$ cat config.mk
export PLATFORM = sky130hd
export DESIGN_NAME = reg_file_ctrl
export DESIGN_NICKNAME = d
export VERILOG_FILES = /design/src/rtl/reg_file_ctrl.sv
export SDC_FILE = /design/constraint.sdc
export NUM_CORES = 1
export LEC_CHECK = 0
export CAP_MARGIN = 20
export CORE_MARGIN = 2
export CORE_UTILIZATION = 34
export CTS_CLUSTER_DIAMETER = 50
export DETAILED_ROUTE_END_ITERATION = 10
export SYNTH_ARGS = -nofsm -noshare
export SYNTH_HDL_FRONTEND = slang
export SYNTH_SLANG_ARGS = --single-unit
$ cat constraint.sdc
create_clock -name CLK -period 2.1 [get_ports CLK]
set_input_delay 0.315 -clock CLK [delete_from_list [all_inputs] [get_ports CLK]]
set_output_delay 0.315 -clock CLK [all_outputs]
set_load 0.03 [all_outputs]
$ cat src/rtl/reg_file_ctrl.sv
// Byte-stream command front-end for the register file: parses write/read commands from UART RX
// and returns read data as two bytes over UART TX.
module reg_file_ctrl #(
  parameter int unsigned WIDTH         = 16,
  parameter int unsigned DEPTH         = 8,
  parameter int unsigned ADDRESS_WIDTH = 4,
  parameter int unsigned RD_TIMEOUT    = 15,
  parameter logic [7:0]  WR_CMD        = 8'hAA,
  parameter logic [7:0]  RD_CMD        = 8'hBB
) (
  input  logic                     CLK,
  input  logic                     RST,
  input  logic [7:0]               RX_P_DATA,
  input  logic                     RX_D_VLD,
  input  logic [WIDTH-1:0]         RdData,
  input  logic                     RdData_Valid,
  input  logic                     TX_BUSY,
  output logic                     WrEn,
  output logic                     RdEn,
  output logic [ADDRESS_WIDTH-1:0] Address,
  output logic [WIDTH-1:0]         WrData,
  output logic [7:0]               TX_P_DATA,
  output logic                     TX_D_VLD,
  output logic                     CMD_ERR
);

  localparam int unsigned CntW = (RD_TIMEOUT > 2) ? $clog2(RD_TIMEOUT) : 1;

  typedef enum logic [3:0] {
    StIdle, StWrAddr, StWrLo, StWrHi, StWrExec,
    StRdAddr, StRdReq, StRdWait, StTxLo, StTxHi
  } state_e;

  state_e                   state_q, state_d;
  logic [ADDRESS_WIDTH-1:0] addr_q, addr_d;
  logic [WIDTH-1:0]         wr_data_q, wr_data_d;
  logic [7:0]               lo_q, lo_d;
  logic                     range_ok_q, range_ok_d;
  logic [7:0]               cap_hi_q, cap_hi_d;
  logic [CntW-1:0]          cnt_q, cnt_d;
  logic [7:0]               tx_data_q, tx_data_d;
  logic                     tx_vld_q, tx_vld_d;
  logic                     wr_en_q, wr_en_d;
  logic                     rd_en_q, rd_en_d;
  logic                     err_q, err_d;
  logic [15:0]              rd_ext;

  // Zero-extend so the high byte is well defined for any WIDTH in 9..16.
  assign rd_ext = 16'(RdData);

  always_comb begin
    state_d    = state_q;
    addr_d     = addr_q;
    wr_data_d  = wr_data_q;
    lo_d       = lo_q;
    range_ok_d = range_ok_q;
    cap_hi_d   = cap_hi_q;
    cnt_d      = cnt_q;
    tx_data_d  = tx_data_q;
    tx_vld_d   = tx_vld_q;
    wr_en_d    = 1'b0;
    rd_en_d    = 1'b0;
    err_d      = 1'b0;

    unique case (state_q)
      StIdle: begin
        if (RX_D_VLD) begin
          if (RX_P_DATA == WR_CMD) begin
            state_d = StWrAddr;
          end else if (RX_P_DATA == RD_CMD) begin
            state_d = StRdAddr;
          end else begin
            err_d = 1'b1;
          end
        end
      end
      StWrAddr: begin
        if (RX_D_VLD) begin
          addr_d     = RX_P_DATA[ADDRESS_WIDTH-1:0];
          range_ok_d = 32'(RX_P_DATA) < DEPTH;
          state_d    = StWrLo;
        end
      end
      StWrLo: begin
        if (RX_D_VLD) begin
          lo_d    = RX_P_DATA;
          state_d = StWrHi;
        end
      end
      StWrHi: begin
        // Outputs are registered, so the pulse lands in the WR_EXEC cycle.
        if (RX_D_VLD) begin
          wr_data_d = WIDTH'({RX_P_DATA, lo_q});
          wr_en_d   = range_ok_q;
          err_d     = ~range_ok_q;
          state_d   = StWrExec;
        end
      end
      StWrExec: begin
        state_d = StIdle;
      end
      StRdAddr: begin
        if (RX_D_VLD) begin
          addr_d = RX_P_DATA[ADDRESS_WIDTH-1:0];
          if (32'(RX_P_DATA[ADDRESS_WIDTH-1:0]) >= DEPTH) begin
            err_d   = 1'b1;
            state_d = StIdle;
          end else begin
            rd_en_d = 1'b1;
            state_d = StRdReq;
          end
        end
      end
      StRdReq: begin
        cnt_d   = '0;
        state_d = StRdWait;
      end
      StRdWait: begin
        if (RdData_Valid) begin
          cap_hi_d  = rd_ext[15:8];
          tx_data_d = rd_ext[7:0];
          tx_vld_d  = 1'b1;
          state_d   = StTxLo;
        end else if (cnt_q == CntW'(RD_TIMEOUT - 1)) begin
          err_d   = 1'b1;
          state_d = StIdle;
        end else begin
          cnt_d = cnt_q + 1'b1;
        end
      end
      StTxLo: begin
        if (!TX_BUSY) begin
          tx_data_d = cap_hi_q;
          state_d   = StTxHi;
        end
      end
      StTxHi: begin
        if (!TX_BUSY) begin
          tx_vld_d = 1'b0;
          state_d  = StIdle;
        end
      end
      default: begin
        state_d = StIdle;
      end
    endcase
  end

  always_ff @(posedge CLK) begin
    if (RST) begin
      state_q    <= StIdle;
      addr_q     <= '0;
      wr_data_q  <= '0;
      lo_q       <= '0;
      range_ok_q <= 1'b0;
      cap_hi_q   <= '0;
      cnt_q      <= '0;
      tx_data_q  <= '0;
      tx_vld_q   <= 1'b0;
      wr_en_q    <= 1'b0;
      rd_en_q    <= 1'b0;
      err_q      <= 1'b0;
    end else begin
      state_q    <= state_d;
      addr_q     <= addr_d;
      wr_data_q  <= wr_data_d;
      lo_q       <= lo_d;
      range_ok_q <= range_ok_d;
      cap_hi_q   <= cap_hi_d;
      cnt_q      <= cnt_d;
      tx_data_q  <= tx_data_d;
      tx_vld_q   <= tx_vld_d;
      wr_en_q    <= wr_en_d;
      rd_en_q    <= rd_en_d;
      err_q      <= err_d;
    end
  end

  assign WrEn      = wr_en_q;
  assign RdEn      = rd_en_q;
  assign Address   = addr_q;
  assign WrData    = wr_data_q;
  assign TX_P_DATA = tx_data_q;
  assign TX_D_VLD  = tx_vld_q;
  assign CMD_ERR   = err_q;

endmodule
== After elaboration in Yosys (flattened, before gate mapping) ==
Cells that the tools add are included.

* Bits in registers: 57
* Input port bits: 29
* Output and inout port bits: 32
* Logic and storage cells: 90

* Add/subtract/negate cells: 1
* $lt $le $gt $ge: 2
* Equality and inequality tests: 23
* Multiplexer cells: 32
* Bitwise logic cells: 4
* Reduce and logical (&&, ||, !) cells: 16

{| class="wikitable"
|+ Operators by type and width
! kind !! number
|-
| $mux 4 || 13
|-
| $pmux 4 s9 || 1
|-
| $ne 2x2->1 const B || 10
|-
| $eq 8x8->1 const B || 2
|-
| $mux 8 || 2
|-
| $pmux 8 s2 || 1
|-
| $eq 4x3->1 const B || 3
|-
| $eq 4x4->1 const B || 3
|-
| $mux 1 || 11
|-
| $reduce_and 2->1 || 5
|-
| $reduce_and 3->1 || 3
|-
| $reduce_and 9->1 || 1
|-
| $eq 4x2->1 const B || 2
|-
| $lt 8x4->1 const B || 1
|-
| $pmux 4 s2 || 1
|-
| $ne 3x3->1 const B || 2
|-
| $reduce_bool 2->1 || 3
|-
| $reduce_or 3->1 || 2
|-
| $add 4x1->4 const B || 1
|-
| $eq 4x1->1 const B || 1
|-
| $ge 4x4->1 const B || 1
|-
| $logic_not 4->1 || 1
|-
| $not 1->1 || 4
|-
| $pmux 1 s4 || 1
|-
| 3 further kinds || 3
|}

== Logic depth before layout (Yosys ltp) ==
Gate-level depths: netlist (run 1).

* Word-level depth: 5
* Mapped depth: 8
* Depth with buffers taken out: 6

== Worst setup path before layout (run 1) ==
Ideal clock, no wire load.

* Path kind: register to register
* From: register state_q[1]
* To: register state_q[2]
* Arrival: 1457 ps
* Required time: 1984 ps
* Setup slack: 527 ps
* Cell stages (with the launch flop): 6
* Clock period less this slack: 1573 ps
* Cells stage by stage: dfxtp_1 -> buf_6 -> or4_1 -> a31o_1 -> a31o_1 -> o211a_1

* Cells in the longest elaborated chain, start to end: 3
* Elaborated cells on any way between the ends: 20

{| class="wikitable"
|+ RTL lines
! item !! line !! source
|-
| start, declared || 34 || <nowiki>state_e state_q, state_d;</nowiki>
|-
| start signal, assigned || 151 || <nowiki>state_q <= StIdle;</nowiki>
|-
| start signal, assigned || 164 || <nowiki>state_q <= state_d;</nowiki>
|-
| $eq 4x3->1, or another cell as far along || 65 || <nowiki>unique case (state_q)</nowiki>
|-
| $ne 3x3->1 (no line) / $ne 2x2->1 (equally long branches) || -- ||
|-
| $reduce_and 9->1 (no line) || -- ||
|}

Parallel ways exist; a longest one is shown, timed or not.
A chain may end at the register's enable or synchronous reset.

== Worst setup path after layout (run 1) ==
* From: register state_q[2]
* To: register tx_data_q[0], in the netlist TX_P_DATA[0]

* Cells in the longest elaborated chain, start to end: 3
* Elaborated cells on any way between the ends: 7

{| class="wikitable"
|+ RTL lines
! item !! line !! source
|-
| $eq 4x3->1 / $eq 4x4->1 (equally long branches) || 65 ||
|-
| $ne 2x2->1 (no line) / $reduce_bool 2->1 (equally long branches) || -- ||
|-
| $reduce_and 3->1 (no line) || -- ||
|-
| end signal, assigned || 171 || <nowiki>tx_data_q <= tx_data_d;</nowiki>
|-
| end, declared || 41 || <nowiki>logic [7:0] tx_data_q, tx_data_d;</nowiki>
|}

Parallel ways exist; a longest one is shown, timed or not.

==> results.sh, run 1 <==
export IMPL_crit_start="state_q[2]"
export IMPL_slew_headroom_pct=65.7
export IMPL_clk_latency_ns=0.34
export IMPL_vdd_drop_max_v=0.000334
export IMPL_fp_dieH_um=91.6
export IMPL_clock_root_buffer="clkbuf_8"
export IMPL_clock_skew_ns=0.00605
export IMPL_tritoncts="built"
export IMPL_crit_arrival_ns=2.07
export IMPL_core_mm2=0.00733
export IMPL_clock_path_buffers=2
export IMPL_synth_seq_area_share_pct=43.7
export IMPL_syn_area_mm2=0.00261
export IMPL_detailed_place_hpwl_um=4640
export IMPL_drive_gt1_share_pct=12.7
export IMPL_postCtsSetupBuffers=0
export IMPL_cts_resized=0
export IMPL_cp_start_kind="flop"
export IMPL_synth_top_area_share_pct=43.7
export IMPL_ys_warn_count=0
export IMPL_die_x_um=91.6
export IMPL_yosysTopAreaCell="dfxtp_1"
export IMPL_slowest_delay_ns=0.54
export IMPL_ant_nets=0
export IMPL_cellLeakagePower_nw=1.19
export IMPL_dr_first_iter_drc_count=73
export IMPL_cts_buffers=9
export IMPL_syn_inst=289
export IMPL_fill_cells=732
export IMPL_worst_pin_slew_ns=0.514
export IMPL_syn2layout_area_growth_pct=34.1
export IMPL_cp_max_fo=15
export IMPL_track_usage_pct=16.0
export IMPL_ys_top_cells_by_area="dfxtp_1 44%, mux2i_1 8.4%, a21oi_1 7.1%, nand2_1 6.5%, nand3_1 2.9%"
export IMPL_cts_sinks=57
export IMPL_ys_ff_latch=57
export IMPL_ys_async_sr_fraction_pct=0
export IMPL_syn_area_per_cell_um2=9.03
export IMPL_grt_pass1_vias=2127
export IMPL_grt_start_max_net_pins=29
export IMPL_num_rows=31
export IMPL_nets=387
export IMPL_wl_per_cell_um=13.9
export IMPL_seqPwrFrac_pct=44.0
export IMPL_path_buf_inv=0
export IMPL_cts_hold_buf=0
export IMPL_yosysUniqueCellTypes=50
export IMPL_cp_cell_sequence="and4b_1 > a21o_1 > a21oi_1 > a311oi_1"
export IMPL_gr_total_overflow=0
export IMPL_rr_endpoint="TX_P_DATA[0]"
export IMPL_maxSlewViolCount=0
export IMPL_min_from="RST"
export IMPL_holdPathStages=2
export IMPL_timing_final_crit_share_pct=87.2
export IMPL_cp_top_family="compound AO/OA/AOI/OAI gates"
export IMPL_period_minus_slack_ns=1.83
export IMPL_pwr_share_comb_pct=20.9
export IMPL_grt_pass1_wl_um=10400
export IMPL_run_status="finished, final reports clean"
export IMPL_start_util_pct=35.6
export IMPL_num_vias=2279
export IMPL_fmax_mhz=546
export IMPL_cts_clk_slew_worst_paths_ns=0.06
export IMPL_total_power_mw=2.62
export IMPL_cp_data_required_time_ns=2.34
export IMPL_tns_ns=0
export IMPL_hp_class="input pin to flop"
export IMPL_power_frac_clock_pct=35.1
export IMPL_hold_viol_final=0
export IMPL_synth_nets=320
export IMPL_hold_end="cnt_q[0]"
export IMPL_rsz0062_at_grt="false"
export IMPL_r2r_start="state_q[2]"
export IMPL_htreeDepth=3
export IMPL_p_per_area_mw_per_mm2=749
export IMPL_grt_antenna_before_repair=0
export IMPL_r2r_worst_path_cells=4
export IMPL_num_antenna_cells=0
export IMPL_critPathCaptureType="flop"
export IMPL_maxCapViolCount=0
export IMPL_setup_viol=0
export IMPL_post_route_drc_count=0
export IMPL_ios=61
export IMPL_synthFlopType="dfxtp_1"
export IMPL_p_int_mw=1.87
export IMPL_cp_slowest_cell="dfxtp_1"
export IMPL_dr_pass1_iters=4
export IMPL_regToRegSetupSlack_ns=0.27
export IMPL_viasPerCell=4.95
export IMPL_netSwitchingFraction_pct=28.5
export IMPL_die_area_mm2=0.00839
export IMPL_synth_edf_count=0
export IMPL_switching_power_mw=0.749
export IMPL_gp_congestion=0.828
export IMPL_wl_um=6390
export IMPL_worstSetupPathType="flop to flop"
export IMPL_port_buffers=60
sequential cells by signal, summed over array words and instances, names as in the netlist:
register    flops
TX_D_VLD        1
Address         4
cnt_q           4
WrEn            1
CMD_ERR         1
range_ok_q      1
WrData         16
RdEn            1
cap_hi_q        8
lo_q            8
TX_P_DATA       8
state_q         4
kinds of logic (layout without fill, tap and decap cells):
family / Yosys count / after routing / synth area share [%]
AO/OA/AOI/OAI: 64 / 64 / 15.8
XOR/XNOR: 2 / 2 / 0.671
buffers and inverters: 29 / 101 / 6.90
AND/OR/NAND/NOR: 113 / 113 / 23.5
flip-flops: 57 / 57 / 43.7
adder cells (fa/ha/maj): 2 / 2 / 0.959
multiplexers: 22 / 22 / 8.44
per-stage QoR:
stage / area, um2 / std cells / utilization [%] / hold slack (ns) / setup WS, ns
after floorplan: 2610 / 289 / - / 0.431 / 0.527
after global placement: 3320 / 444 / 45.3 / 0.444 / 0.195
after detailed placement: 3320 / 444 / 45.3 / 0.447 / 0.131
after CTS: 3500 / 460 / 47.8 / 0.417 / 0.249
after global routing: 3500 / 460 / 47.8 / 0.469 / 0.0918
final: 3500 / 460 / 47.8 / 0.433 / 0.269
placed cells by master, fill, tap and decap left out, types with 3 or more instances in the layout:
cell	synthesis	layout
nor2_1	20	20
nand3_1	15	15
and4b_1	4	4
buf_4	3	20
nor2b_1	3	3
nor4bb_1	3	3
inv_1	5	5
clkdlybuf4s50_1	0	59
a21oi_1	37	37
nand2_1	45	45
mux2i_1	22	22
or3_1	3	3
dfxtp_1	57	57
a311oi_1	7	7
clkinvlp_4	0	3
nor3_1	4	4
clkbuf_8	0	11
Yosys cell counts (2+ instances only):
cell type and instances:
a2111o_1 2, a21boi_0 2, a21oi_1 37, a311oi_1 7, a31o_1 2, a31oi_1 2, and3_1 2, and4b_1 4
buf_1 2, buf_2 5, buf_4 3, buf_6 5, clkbuf_1 8, dfxtp_1 57, ha_1 2, inv_1 5
mux2i_1 22, nand2_1 45, nand3_1 15, nand4b_1 2, nor2_1 20, nor2b_1 3, nor3_1 4, nor4bb_1 3
o21ai_0 2, or2_2 2, or3_1 3
power groups by stage:
stage / Clock [mW] / Sequential, mW / Combinational (mW)
floorplan: 0 / 1.18 / 0.383
global placement: 0 / 1.18 / 0.545
detailed placement: 0 / 1.18 / 0.543
CTS: 0.959 / 1.15 / 0.546
global route: 1.01 / 1.16 / 0.597
finish: 0.921 / 1.15 / 0.548
per-layer routing:
layer  vias up  track usage (%)  wire length, um
li1       1165                -                -
met1      1061             20.9             3000
met2        47             23.7             2970
met3         6             6.66              347
met4         0             5.30               65
met5         -                0                0
worst max-delay path by stage:
stage	end	cells past startpoint	slack, ns
floorplan	state_q[2]	5	0.53
global placement	Address[2]	5	0.20
detailed placement	TX_P_DATA[0]	6	0.13
CTS	TX_P_DATA[0]	4	0.25
global route	TX_P_DATA[0]	4	0.09
finish	TX_P_DATA[0]	4	0.27
layout make-up:
class / count / area (um2) / share of cell area (%)
tap: 99 / 124 / 3.54
timing repair buffer: 80 / 746 / 21.3
multi-input combinational: 203 / 1290 / 36.8
sequential: 57 / 1140 / 32.6
inverter: 5 / 18.8 / 0.536
clock buffer: 12 / 155 / 4.43
clock inverter: 4 / 27.5 / 0.786
Note: power is estimated with default switching activity, not from simulation.
==> run 2: changes to the inputs <==
Settings changed: CORE_UTILIZATION 34 to 40, PLACE_DENSITY set to 0.66.
==> run 2 against run 1 <==
Cell area decreased by 0.75%. Non-clock buffer count decreased by 5. Largest power group unchanged. Clock-buffer cell count decreased by 1. Die area decreased by 14%. Setup slack got worse by 0.11 ns. Combinational power decreased by 2%. Clock power increased by 24%. Critical endpoint is now TX_P_DATA[7]. Global-route usage increased by 2.8 points. Register-to-register slack got worse by 0.11 ns. Clock skew about the same. Cell count decreased by 5.9%. Flip-flop and latch count unchanged.
==> results.sh, run 2 (synthesis results as in run 1) <==
export IMPL_run_status="finished, final reports clean"
export IMPL_gr_total_overflow=0
export IMPL_clk_latency_ns=0.34
export IMPL_vdd_drop_max_v=0.000605
export IMPL_grt_use_met2_pct=26.2
export IMPL_final_core_util_pct=55.0
export IMPL_clock_path_buffers=2
export IMPL_num_vias=2267
export IMPL_maxCapViolCount=0
export IMPL_ant_nets=0
export IMPL_grt_antenna_before_repair=0
export IMPL_core_mm2=0.00631
export IMPL_setup_viol=0
export IMPL_track_usage_pct=18.8
export IMPL_period_minus_slack_ns=1.94
export IMPL_fp_dieH_um=84.8
export IMPL_busiest_layer="met1"
export IMPL_cp_max_fo=17
export IMPL_die_area_mm2=0.00719
export IMPL_start_util_pct=41.3
export IMPL_fmax_mhz=515
export IMPL_drive_gt1_share_pct=11.8
export IMPL_netSwitchingFraction_pct=26.8
export IMPL_num_antenna_cells=0
export IMPL_seqPwrFrac_pct=41.2
export IMPL_die_x_um=84.8
export IMPL_timing_final_crit_share_pct=92.4
export IMPL_fin_hold_ws_ns=0.454
export IMPL_post_route_drc_count=0
export IMPL_nets=382
export IMPL_fill_cells=608
export IMPL_p_int_mw=2.08
export IMPL_port_buffers=60
export IMPL_grt_met3_usage_pct=6.98
export IMPL_wl_per_cell_um=14.7
export IMPL_preCtsSetupSlack_ns=0.122
export IMPL_cp_start_kind="flop"
export IMPL_rsz0062_at_grt="false"
export IMPL_cts_sinks=57
export IMPL_grt_start_max_net_pins=32
export IMPL_cts_buffers=9
export IMPL_dr_pass1_iters=4
export IMPL_crit_arrival_ns=2.13
export IMPL_slew_headroom_pct=60.5
export IMPL_tns_ns=0
export IMPL_syn2layout_area_growth_pct=33.1
export IMPL_viasPerCell=5.24
export IMPL_wl_um=6350
export IMPL_final_common_cell="clkdlybuf4s50_1"
export IMPL_power_frac_clock_pct=40.0
export IMPL_tritoncts="built"
export IMPL_grt_pass1_vias=2082
export IMPL_critPathCaptureType="flop"
export IMPL_pwr_share_comb_pct=18.8
export IMPL_seqCellArea_mm2=0.00114
export IMPL_cp_data_required_time_ns=2.29
export IMPL_dr_first_iter_drc_count=89
export IMPL_worst_pin_slew_ns=0.592
export IMPL_fin_ws_ns=0.160
export IMPL_cellLeakagePower_nw=1.20
export IMPL_worstSetupPathType="flop to flop"
export IMPL_ios=61
export IMPL_maxSlewViolCount=0
export IMPL_hold_viol_final=0
export IMPL_grt_pass1_wl_um=10500
export IMPL_largest_reg_flops=16
export IMPL_hp_class="flop to flop"
export IMPL_gp_congestion=0.821
export IMPL_clock_root_buffer="clkbuf_8"
export IMPL_postCtsSetupBuffers=0
export IMPL_num_rows=29
export IMPL_total_power_mw=2.84
export IMPL_cts_clk_slew_worst_paths_ns=0.06
export IMPL_htreeDepth=3
export IMPL_switching_power_mw=0.762
export IMPL_p_per_area_mw_per_mm2=818
export IMPL_detailed_place_hpwl_um=4390
export IMPL_multi_input_area_mm2=0.00129
export IMPL_use_met1_pct=26.4
export IMPL_clock_skew_ns=0.00644
export IMPL_mostFrequentLayoutCells="59 x clkdlybuf4s50_1, 56 x dfxtp_1, 45 x nand2_1"
-- run 2: cell count changes in the layout (fill, tap and decap cells not counted), sizes merged --
cell      previous run  this run
clkinvlp             3         0
buf                 21        16
bufinv               0         2
clkbuf              12        11
clkinv               1         3
-- run 2: per-stage QoR --
stage | area, um2 | instances
2_1_floorplan | 2610 | 289
3_3_place_gp | 3250 | 417
3_5_place_dp | 3250 | 417
4_1_cts | 3470 | 433
5_1_grt | 3470 | 433
6_report | 3470 | 433
-- run 2: worst paths after layout --
kind	start	to	slack, ns	cells after the start
worst max register to register	state_q[3]	TX_P_DATA[7]	0.16	5
worst min register to register	lo_q[2]	WrData[2]	0.45	2
worst max-delay path	state_q[3]	TX_P_DATA[7]	0.16	5
worst min-delay path	lo_q[2]	WrData[2]	0.45	2
-- run 2: critical path, cell delays in order, from the launching register on --
cell and delay (ns):
dfxtp_1 0.66, nor4bb_2 0.59, nor3_4 0.10, buf_4 0.22
a21oi_2 0.16, a311oi_2 0.07
-- run 2: power by group through the flow --
stage / logic, mW / clock network [mW] / registers [mW]
finish: 0.535 / 1.14 / 1.17
CTS: 0.538 / 1.17 / 1.17
global route: 0.585 / 1.22 / 1.18
detailed placement: 0.534 / 0 / 1.19
floorplan: 0.383 / 0 / 1.18
global placement: 0.530 / 0 / 1.19
-- run 2: cell type report --
class                      instances  share of cell area [%]
multi-input combinational        203                    37.1
clock inverter                     5                    2.27
sequential                        57                    32.9
clock buffer                      11                    4.07
inverter                           5                   0.540
tap                               77                    2.77
timing repair buffer              75                    20.4
-- run 2: what timing repair did --
| item | in CTS | in global routing |
|---|---|---|
| gates resized for setup | 0 | 1 |
| endpoints found under the setup margin | 0 | 8 |
| hold buffers | 0 | 0 |
-- run 2: per-layer routing --
metal,wire [um],vias to the layer above
li1,-,1154
met1,3040,1042
met2,2850,61
met3,368,10
met4,93,0
met5,0,-
==> run 3: changes to the inputs <==
Settings changed: TNS_END_PERCENT set to 1.
==> results of run 3 <==
Final layout, timing and power as in run 2 (identical DEF).
